**src/rtl/lm32_tlb_refill_if.sv**
```systemverilog
// Wishbone master port of the ITLB refill engine: PTE fetch address, strobes and response.
interface lm32_tlb_refill_if;
  logic [31:0] wb_adr_o;
  logic        wb_cyc_o;
  logic        wb_stb_o;
  logic [3:0]  wb_sel_o;
  logic [31:0] wb_dat_i;
  logic        wb_ack_i;
  logic        wb_err_i;

  modport master (
    output wb_adr_o, wb_cyc_o, wb_stb_o, wb_sel_o,
    input  wb_dat_i, wb_ack_i, wb_err_i
  );

  modport slave (
    input  wb_adr_o, wb_cyc_o, wb_stb_o, wb_sel_o,
    output wb_dat_i, wb_ack_i, wb_err_i
  );
endinterface

```
**src/rtl/lm32_tlb_refill.sv**
```systemverilog
// ITLB refill engine: fetches one PTE from a linear page table and writes the ITLB.
// Optional bus timeout fault is enabled by defining CFG_REFILL_TIMEOUT_EN.
module lm32_tlb_refill #(
  parameter int unsigned page_size      = 4096,
  parameter int unsigned timeout_cycles = 255
) (
  input  logic        clk_i,
  input  logic        rst_i,
  input  logic        miss_req,
  input  logic [31:0] miss_vaddr,
  input  logic [31:0] ptbr,
  input  logic        abort,
  output logic        ack,
  output logic        busy,
  output logic        fault,
  output logic [1:0]  fault_cause,
  output logic [31:0] tlbvaddr,
  output logic [31:0] tlbpaddr,
  output logic        update,
  lm32_tlb_refill_if.master wb
);

  localparam int page_bits = $clog2(page_size);

  typedef enum logic [1:0] {
    ST_IDLE   = 2'd0,
    ST_FETCH  = 2'd1,
    ST_UPDATE = 2'd2,
    ST_FAULT  = 2'd3
  } state_t;

  state_t      state_r, state_d;
  logic [31:0] vaddr_r, vaddr_d;
  logic [31:0] adr_r, adr_d;
  logic        cyc_r, cyc_d;
  logic        busy_r, busy_d;
  logic        ack_r, ack_d;
  logic        update_r, update_d;
  logic        fault_r, fault_d;
  logic [1:0]  cause_r, cause_d;
  logic [31:0] tlbv_r, tlbv_d;
  logic [31:0] tlbp_r, tlbp_d;
  logic        aborted_r, aborted_d;
  logic [31:0] pte_off_s;
  logic        unused_pte_s;

`ifdef CFG_REFILL_TIMEOUT_EN
  localparam int cnt_w = ($clog2(timeout_cycles + 1) > 8) ? $clog2(timeout_cycles + 1) : 8;
  localparam logic [cnt_w-1:0] cnt_last = cnt_w'(timeout_cycles - 1);
  localparam logic [cnt_w-1:0] cnt_one  = {{(cnt_w-1){1'b0}}, 1'b1};
  logic [cnt_w-1:0] cnt_r, cnt_d;
`else
  localparam int unsigned unused_timeout_cycles = timeout_cycles;
`endif

  // PTE offset: vpn scaled by 4 bytes per entry; the add wraps modulo 2^32.
  assign pte_off_s    = (miss_vaddr >> page_bits) << 2'd2;
  assign unused_pte_s = ^wb.wb_dat_i[page_bits-1:1];

  // Next-state and next-output logic of the walk sequencer.
  always_comb begin
    state_d   = state_r;
    vaddr_d   = vaddr_r;
    adr_d     = adr_r;
    cyc_d     = cyc_r;
    busy_d    = busy_r;
    ack_d     = 1'b0;
    update_d  = 1'b0;
    fault_d   = 1'b0;
    cause_d   = cause_r;
    tlbv_d    = tlbv_r;
    tlbp_d    = tlbp_r;
    aborted_d = aborted_r;
`ifdef CFG_REFILL_TIMEOUT_EN
    cnt_d     = cnt_r;
`endif
    case (state_r)
      ST_IDLE: begin
        if (miss_req && !abort) begin
          state_d   = ST_FETCH;
          vaddr_d   = miss_vaddr;
          adr_d     = ptbr + pte_off_s;
          cyc_d     = 1'b1;
          busy_d    = 1'b1;
          aborted_d = 1'b0;
`ifdef CFG_REFILL_TIMEOUT_EN
          cnt_d     = '0;
`endif
        end else begin
          state_d = ST_IDLE;
        end
      end
      ST_FETCH: begin
        // An abort seen in any FETCH cycle turns the completion into a silent ack.
        aborted_d = aborted_r | abort;
        if (wb.wb_err_i) begin
          cyc_d = 1'b0;
          ack_d = 1'b1;
          if (aborted_d) begin
            state_d = ST_UPDATE;
          end else begin
            state_d = ST_FAULT;
            fault_d = 1'b1;
            cause_d = 2'b10;
          end
        end else if (wb.wb_ack_i) begin
          cyc_d = 1'b0;
          ack_d = 1'b1;
          if (aborted_d) begin
            state_d = ST_UPDATE;
          end else if (wb.wb_dat_i[0]) begin
            state_d  = ST_UPDATE;
            update_d = 1'b1;
            tlbv_d   = vaddr_r;
            tlbp_d   = {wb.wb_dat_i[31:page_bits], vaddr_r[page_bits-1:0]};
          end else begin
            state_d = ST_FAULT;
            fault_d = 1'b1;
            cause_d = 2'b01;
          end
        end else begin
`ifdef CFG_REFILL_TIMEOUT_EN
          if (cnt_r == cnt_last) begin
            cyc_d = 1'b0;
            ack_d = 1'b1;
            if (aborted_d) begin
              state_d = ST_UPDATE;
            end else begin
              state_d = ST_FAULT;
              fault_d = 1'b1;
              cause_d = 2'b11;
            end
          end else begin
            cnt_d = cnt_r + cnt_one;
          end
`else
          state_d = ST_FETCH;
`endif
        end
      end
      ST_UPDATE, ST_FAULT: begin
        state_d = ST_IDLE;
        busy_d  = 1'b0;
      end
      default: begin
        state_d = ST_IDLE;
        cyc_d   = 1'b0;
        busy_d  = 1'b0;
      end
    endcase
  end

  // State and output register bank; reset drops any bus cycle at once.
  always_ff @(posedge clk_i or negedge rst_i) begin
    if (!rst_i) begin
      state_r   <= ST_IDLE;
      vaddr_r   <= 32'h0000_0000;
      adr_r     <= 32'h0000_0000;
      cyc_r     <= 1'b0;
      busy_r    <= 1'b0;
      ack_r     <= 1'b0;
      update_r  <= 1'b0;
      fault_r   <= 1'b0;
      cause_r   <= 2'b00;
      tlbv_r    <= 32'h0000_0000;
      tlbp_r    <= 32'h0000_0000;
      aborted_r <= 1'b0;
`ifdef CFG_REFILL_TIMEOUT_EN
      cnt_r     <= '0;
`endif
    end else begin
      state_r   <= state_d;
      vaddr_r   <= vaddr_d;
      adr_r     <= adr_d;
      cyc_r     <= cyc_d;
      busy_r    <= busy_d;
      ack_r     <= ack_d;
      update_r  <= update_d;
      fault_r   <= fault_d;
      cause_r   <= cause_d;
      tlbv_r    <= tlbv_d;
      tlbp_r    <= tlbp_d;
      aborted_r <= aborted_d;
`ifdef CFG_REFILL_TIMEOUT_EN
      cnt_r     <= cnt_d;
`endif
    end
  end

  // A late abort still cancels the ITLB write or fault in the completion cycle.
  assign update      = update_r & ~abort;
  assign fault       = fault_r & ~abort;
  assign ack         = ack_r;
  assign busy        = busy_r;
  assign fault_cause = cause_r;
  assign tlbvaddr    = tlbv_r;
  assign tlbpaddr    = tlbp_r;

  assign wb.wb_adr_o = adr_r;
  assign wb.wb_cyc_o = cyc_r;
  assign wb.wb_stb_o = cyc_r;
  assign wb.wb_sel_o = 4'hF;

endmodule

```
**src/flat_wrapper.sv**
```systemverilog
// flat-port wrapper written by rule: the top's interface ports become plain ports
module lm32_tlb_refill_flat 
#(
  parameter int unsigned page_size      = 4096,
  parameter int unsigned timeout_cycles = 255
)
  (clk_i, rst_i, miss_req, miss_vaddr, ptbr, abort, ack, busy, fault, fault_cause, tlbvaddr, tlbpaddr, update, wb_wb_adr_o, wb_wb_cyc_o, wb_wb_stb_o, wb_wb_sel_o, wb_wb_dat_i, wb_wb_ack_i, wb_wb_err_i);
  lm32_tlb_refill_if wb_i ();
  input  logic clk_i;
  input  logic rst_i;
  input  logic miss_req;
  input  logic [31:0] miss_vaddr;
  input  logic [31:0] ptbr;
  input  logic abort;
  output logic ack;
  output logic busy;
  output logic fault;
  output logic [1:0] fault_cause;
  output logic [31:0] tlbvaddr;
  output logic [31:0] tlbpaddr;
  output logic update;
  output wire logic [$bits(wb_i.wb_adr_o)-1:0] wb_wb_adr_o;
  output wire logic [$bits(wb_i.wb_cyc_o)-1:0] wb_wb_cyc_o;
  output wire logic [$bits(wb_i.wb_stb_o)-1:0] wb_wb_stb_o;
  output wire logic [$bits(wb_i.wb_sel_o)-1:0] wb_wb_sel_o;
  input wire logic [$bits(wb_i.wb_dat_i)-1:0] wb_wb_dat_i;
  input wire logic [$bits(wb_i.wb_ack_i)-1:0] wb_wb_ack_i;
  input wire logic [$bits(wb_i.wb_err_i)-1:0] wb_wb_err_i;
  assign wb_wb_adr_o = wb_i.wb_adr_o;
  assign wb_wb_cyc_o = wb_i.wb_cyc_o;
  assign wb_wb_stb_o = wb_i.wb_stb_o;
  assign wb_wb_sel_o = wb_i.wb_sel_o;
  assign wb_i.wb_dat_i = wb_wb_dat_i;
  assign wb_i.wb_ack_i = wb_wb_ack_i;
  assign wb_i.wb_err_i = wb_wb_err_i;
  lm32_tlb_refill #(.page_size(page_size), .timeout_cycles(timeout_cycles)) u_core (.clk_i(clk_i), .rst_i(rst_i), .miss_req(miss_req), .miss_vaddr(miss_vaddr), .ptbr(ptbr), .abort(abort), .ack(ack), .busy(busy), .fault(fault), .fault_cause(fault_cause), .tlbvaddr(tlbvaddr), .tlbpaddr(tlbpaddr), .update(update), .wb(wb_i));
endmodule
```
**config.mk**
```make
export PLATFORM = sky130hd
export DESIGN_NAME = lm32_tlb_refill_flat
export DESIGN_NICKNAME = d
export VERILOG_FILES = /design/src/rtl/lm32_tlb_refill_if.sv /design/src/rtl/lm32_tlb_refill.sv /design/src/flat_wrapper.sv
export SDC_FILE = /design/constraint.sdc
export NUM_CORES = 1
export LEC_CHECK = 0
export BUFFER_PORTS_ARGS = -buffer_cell sky130_fd_sc_hd__clkbuf_2
export CAP_MARGIN = 15
export CELL_PAD_IN_SITES_DETAIL_PLACEMENT = 1
export CELL_PAD_IN_SITES_GLOBAL_PLACEMENT = 1
export CORE_ASPECT_RATIO = 0.8
export CORE_MARGIN = 3
export CORE_UTILIZATION = 37
export DETAILED_ROUTE_END_ITERATION = 8
export GPL_ROUTABILITY_DRIVEN = 0
export PLACE_DENSITY_LB_ADDON = 0.08
export SLEW_MARGIN = 20
export SYNTH_ARGS = -nofsm -noshare
export SYNTH_HDL_FRONTEND = slang
export SYNTH_SLANG_ARGS = --single-unit
```
**constraint.sdc**
```tcl
create_clock -name clk_i -period 1.75 [get_ports clk_i]
set_input_delay 0.2625 -clock clk_i [delete_from_list [all_inputs] [get_ports clk_i]]
set_output_delay 0.2625 -clock clk_i [all_outputs]
set_load 0.02 [all_outputs]
```
==> results by group <==
Outcome
  • Outcome: completed

Job
  • MaxCap Viol Count: 0

Clock tree
  • CTS tree: yes
  • Worst-path clk slew: 60 ps
  • Root Buffer: clkbuf_16
  • Num CTS Buffers: 17
  • H-tree Lvls: 4
  • CTS sink cnt: ~130
  • Clk buf depth: 2
  • Clock latency on the worst-skew pair: between 400 and 500 ps

Die
  • Row count: ~40
  • Ports: 210
  • Die H: ~120 µm
  • Core area: between 0.015 and 0.02 mm²
  • Die area: roughly 0.018 mm²
  • Width of the die: 149.3 µm
  • Starting Density: a little under two fifths

Logic synthesis
  • Top FF cell, synth: dfrtp_1
  • Area of the mapped netlist: just over 0.006 mm²
  • Seq cells post-synth: around 130
  • Post-synth top area cell: dfrtp_1
  • Part of the Yosys area used for sequential elements: roughly 52%
  • Synth unique cells: 50
  • Post-synth ARST share: 100.0%
  • Ys Warns: 0
  • Top cells by area, synth: dfrtp_1 52%, nand2_1 20%, ha_1 4.1%
  • Synth Area per Inst: 8.683 µm²
  • Number of synthesized flops with an enable pin: 0
  • Synth top area share: between 50 and 60%
  • Post-Syn Instances: 700

Cells and area
  • Share of cells above drive strength 1: a little under two fifths
  • Area growth, synth to finish: 44.67%
  • Most frequent cells in the layout: 319 x nand2_1, 190 x clkbuf_2, 126 x dfrtp_1
  • Nets: roughly 1100
  • Commonest non-fill, non-tap cell in the layout: nand2_1
  • Diodes inserted: 0
  • Fin cells: about 1200

Setup path
  • Worst Setup Path Type: in -> reg
  • Worst EP required: around 2000 ps
  • R2r worst-path depth: 5
  • Maximum fanout along the worst path: 3
  • Startpoint type of the worst setup path: input port
  • Worst flop-to-flop path endpoint: u_core.wb.wb_adr_o[27]
  • Critical Path AT: between 2000 and 2500 ps
  • R2R Setup Slk: 170 ps
  • Worst reg2reg path startpoint: u_core.state_r[1]
  • CP endpoint kind: flip-flop

Routing
  • Post-Route WL: approximately 20000 µm
  • DRC viols: 0
  • First drt pass iteration count: 4
  • Vias: 5829
  • Wire per inst: roughly 17 µm
  • Detail-routed via count per cell: about 5
  • Antenna Nets Post-Route: 0
  • 1st-iter DRT viols: 220

Power and ir drop
  • Peak supply drop: 0.6926 mV
  • Clock power share: just under 30%
  • Part of the power in registers: a little under two fifths
  • Static Leak: between 0.004 and 0.005 µW
  • Sw Ratio: 37.30%
  • NetSw: 4630 µW
  • Logic pwr share: between 30% and 40%
  • Pwr/cell area: 1412 mW/mm²
  • Internal: around 7800 µW

Hold path
  • Tightest Hold Check Type: in -> reg
  • Critical hold path startpoint: miss_vaddr[1]
  • WHS Path Cells: 3
  • Worst Hold Path EP: u_core.vaddr_r[1]

Timing
  • Min Tclk post-route: between 1500 and 2000 ps
  • Fin worst setup slack: 22.55 ps
  • # setup viols final: 0
  • Clock Skew: 9.972 ps
  • Fin crit share: a little over nine tenths
  • RSZ-0062 raised after global routing: yes
  • Achievable Freq: around 0.58 GHz
  • Max Slew Vio Count: 0
  • Final Hold Viols: 0
  • Worst hold slack: around 42 ps

Placement
  • PortBufs: between 150 and 200
  • Detailed placement HPWL: roughly 15000 µm
  • Placed Cells: roughly 1200
  • Pre-CTS setup slack: -468.2 ps

Global route
  • Antenna violations before repair: 0
  • Largest net degree at the start of global routing: between 40 and 50
  • First-pass GRT wire length: 32390 µm
  • Grt ovf: 0
  • Number of global-route vias before repair: 6359
  • Gr usage total: 22.87%
kinds of logic after synthesis:
group                    synth area share (%)
buffers and inverters                   4.446
AND/OR/NAND/NOR                         23.92
adder cells (fa/ha/maj)                 4.446
other                                 0.06169
AO/OA/AOI/OAI                           10.95
flip-flops                              51.87
multiplexers                           0.6999
XOR/XNOR                                3.602
power by group through the flow:
| stage | registers [µW] | logic [µW] | clock network, µW |
|---|---|---|---|
| after floorplan | 5430 | 1600 | 0 |
| after global placement | 4540 | 4070 | 0 |
| after detailed placement | 4610 | 4200 | 0 |
| after CTS | 4580 | 4260 | 3670 |
| after global routing | 4710 | 4670 | 3830 |
| final | 4570 | 4250 | 3590 |
final cells by class:
| cell class | instances | area [µm²] |
|---|---|---|
| Tap cell | 215 | 269.0 |
| Clock buffer | 23 | 467.9 |
| Inverter | 8 | 30.03 |
| Sequential cell | 126 | 3153 |
| Multi-Input combinational cell | 523 | 2942 |
| Timing Repair Buffer | 291 | 1797 |
| Clock inverter | 9 | 135.1 |
| Fill cell | 1919 | 7161 |
cell usage after synthesis (all sizes together), types with 2 or more instances:
cell / number
and2: 4
nor3: 5
a21oi: 33
o31ai: 2
mux2: 2
o211ai: 7
a211oi: 3
buf: 25
and3: 7
a41oi: 3
dfrtp: 126
a31oi: 3
xnor2: 11
nand4: 2
clkbuf: 21
ha: 20
nor2: 11
nor3b: 2
xor2: 14
o21a: 2
mux2i: 2
o21ai: 38
nand2: 320
a21o: 4
nor2b: 5
o41ai: 2
nand3: 7
inv: 8
what timing repair did:
| action | 4_1_cts | 5_1_grt |
|---|---|---|
| setup endpoints to repair | 8 | 27 |
| hold buffers | 1 | 0 |
| pin swaps | 4 | 14 |
| setup buffers | 2 | 2 |
| endpoints found under the hold margin | 17 | 0 |
| resized for setup | 10 | 27 |
registers in the layout (all words and copies together) (netlist names), 2 cells and up:
signal / count
u_core.wb.wb_adr_o: 32
u_core.state_r: 2
u_core.tlbvaddr: 20
u_core.fault_cause: 2
u_core.tlbpaddr: 32
u_core.vaddr_r: 32
critical path, cell delays in order:
cell and delay, ps:
buf_8 100, ha_4 150, fa_2 350, a211oi_2 250, o21ai_2 140, o21ai_2 160
o21ai_2 100, a21oi_2 220, xor2_1 190, o21ai_1 80
worst max path at each step:
stage / endpoint / from / slack (ps) / depth (start not counted)
floorplan: u_core.wb.wb_adr_o[24] / miss_vaddr[12] / -130 / 9
global placement: u_core.wb.wb_adr_o[27] / miss_vaddr[13] / -430 / 9
detailed placement: u_core.wb.wb_adr_o[27] / miss_vaddr[20] / -470 / 9
CTS: u_core.wb.wb_adr_o[26] / miss_vaddr[12] / -40 / 10
global route: u_core.wb.wb_adr_o[24] / miss_vaddr[12] / -40 / 10
finish: u_core.wb.wb_adr_o[26] / miss_vaddr[12] / 20 / 10
routing by layer:
metal / track usage [%] / vias to the layer above / wire length [µm]
met5: 0 / - / 0
met4: 6.747 / 0 / 294
met3: 5.283 / 24 / 999
met2: 38.77 / 155 / 9935
met1: 29.31 / 2861 / 8840
li1: - / 2789 / -
per-stage QoR:
stage / setup TNS [ps] / total power (µW) / util (%) / cell area, µm²
2_1_floorplan: -827.6 / 7031 / - / 6246
3_3_place_gp: -7349 / 8609 / 50.15 / 8001
3_5_place_dp: -8338 / 8810 / 50.15 / 8001
4_1_cts: -62.74 / 12520 / 54.33 / 8668
5_1_grt: -139.0 / 13210 / 55.12 / 8793
6_report: 0 / 12420 / 55.12 / 8793
No activity file was read; power rests on OpenSTA's default activity.
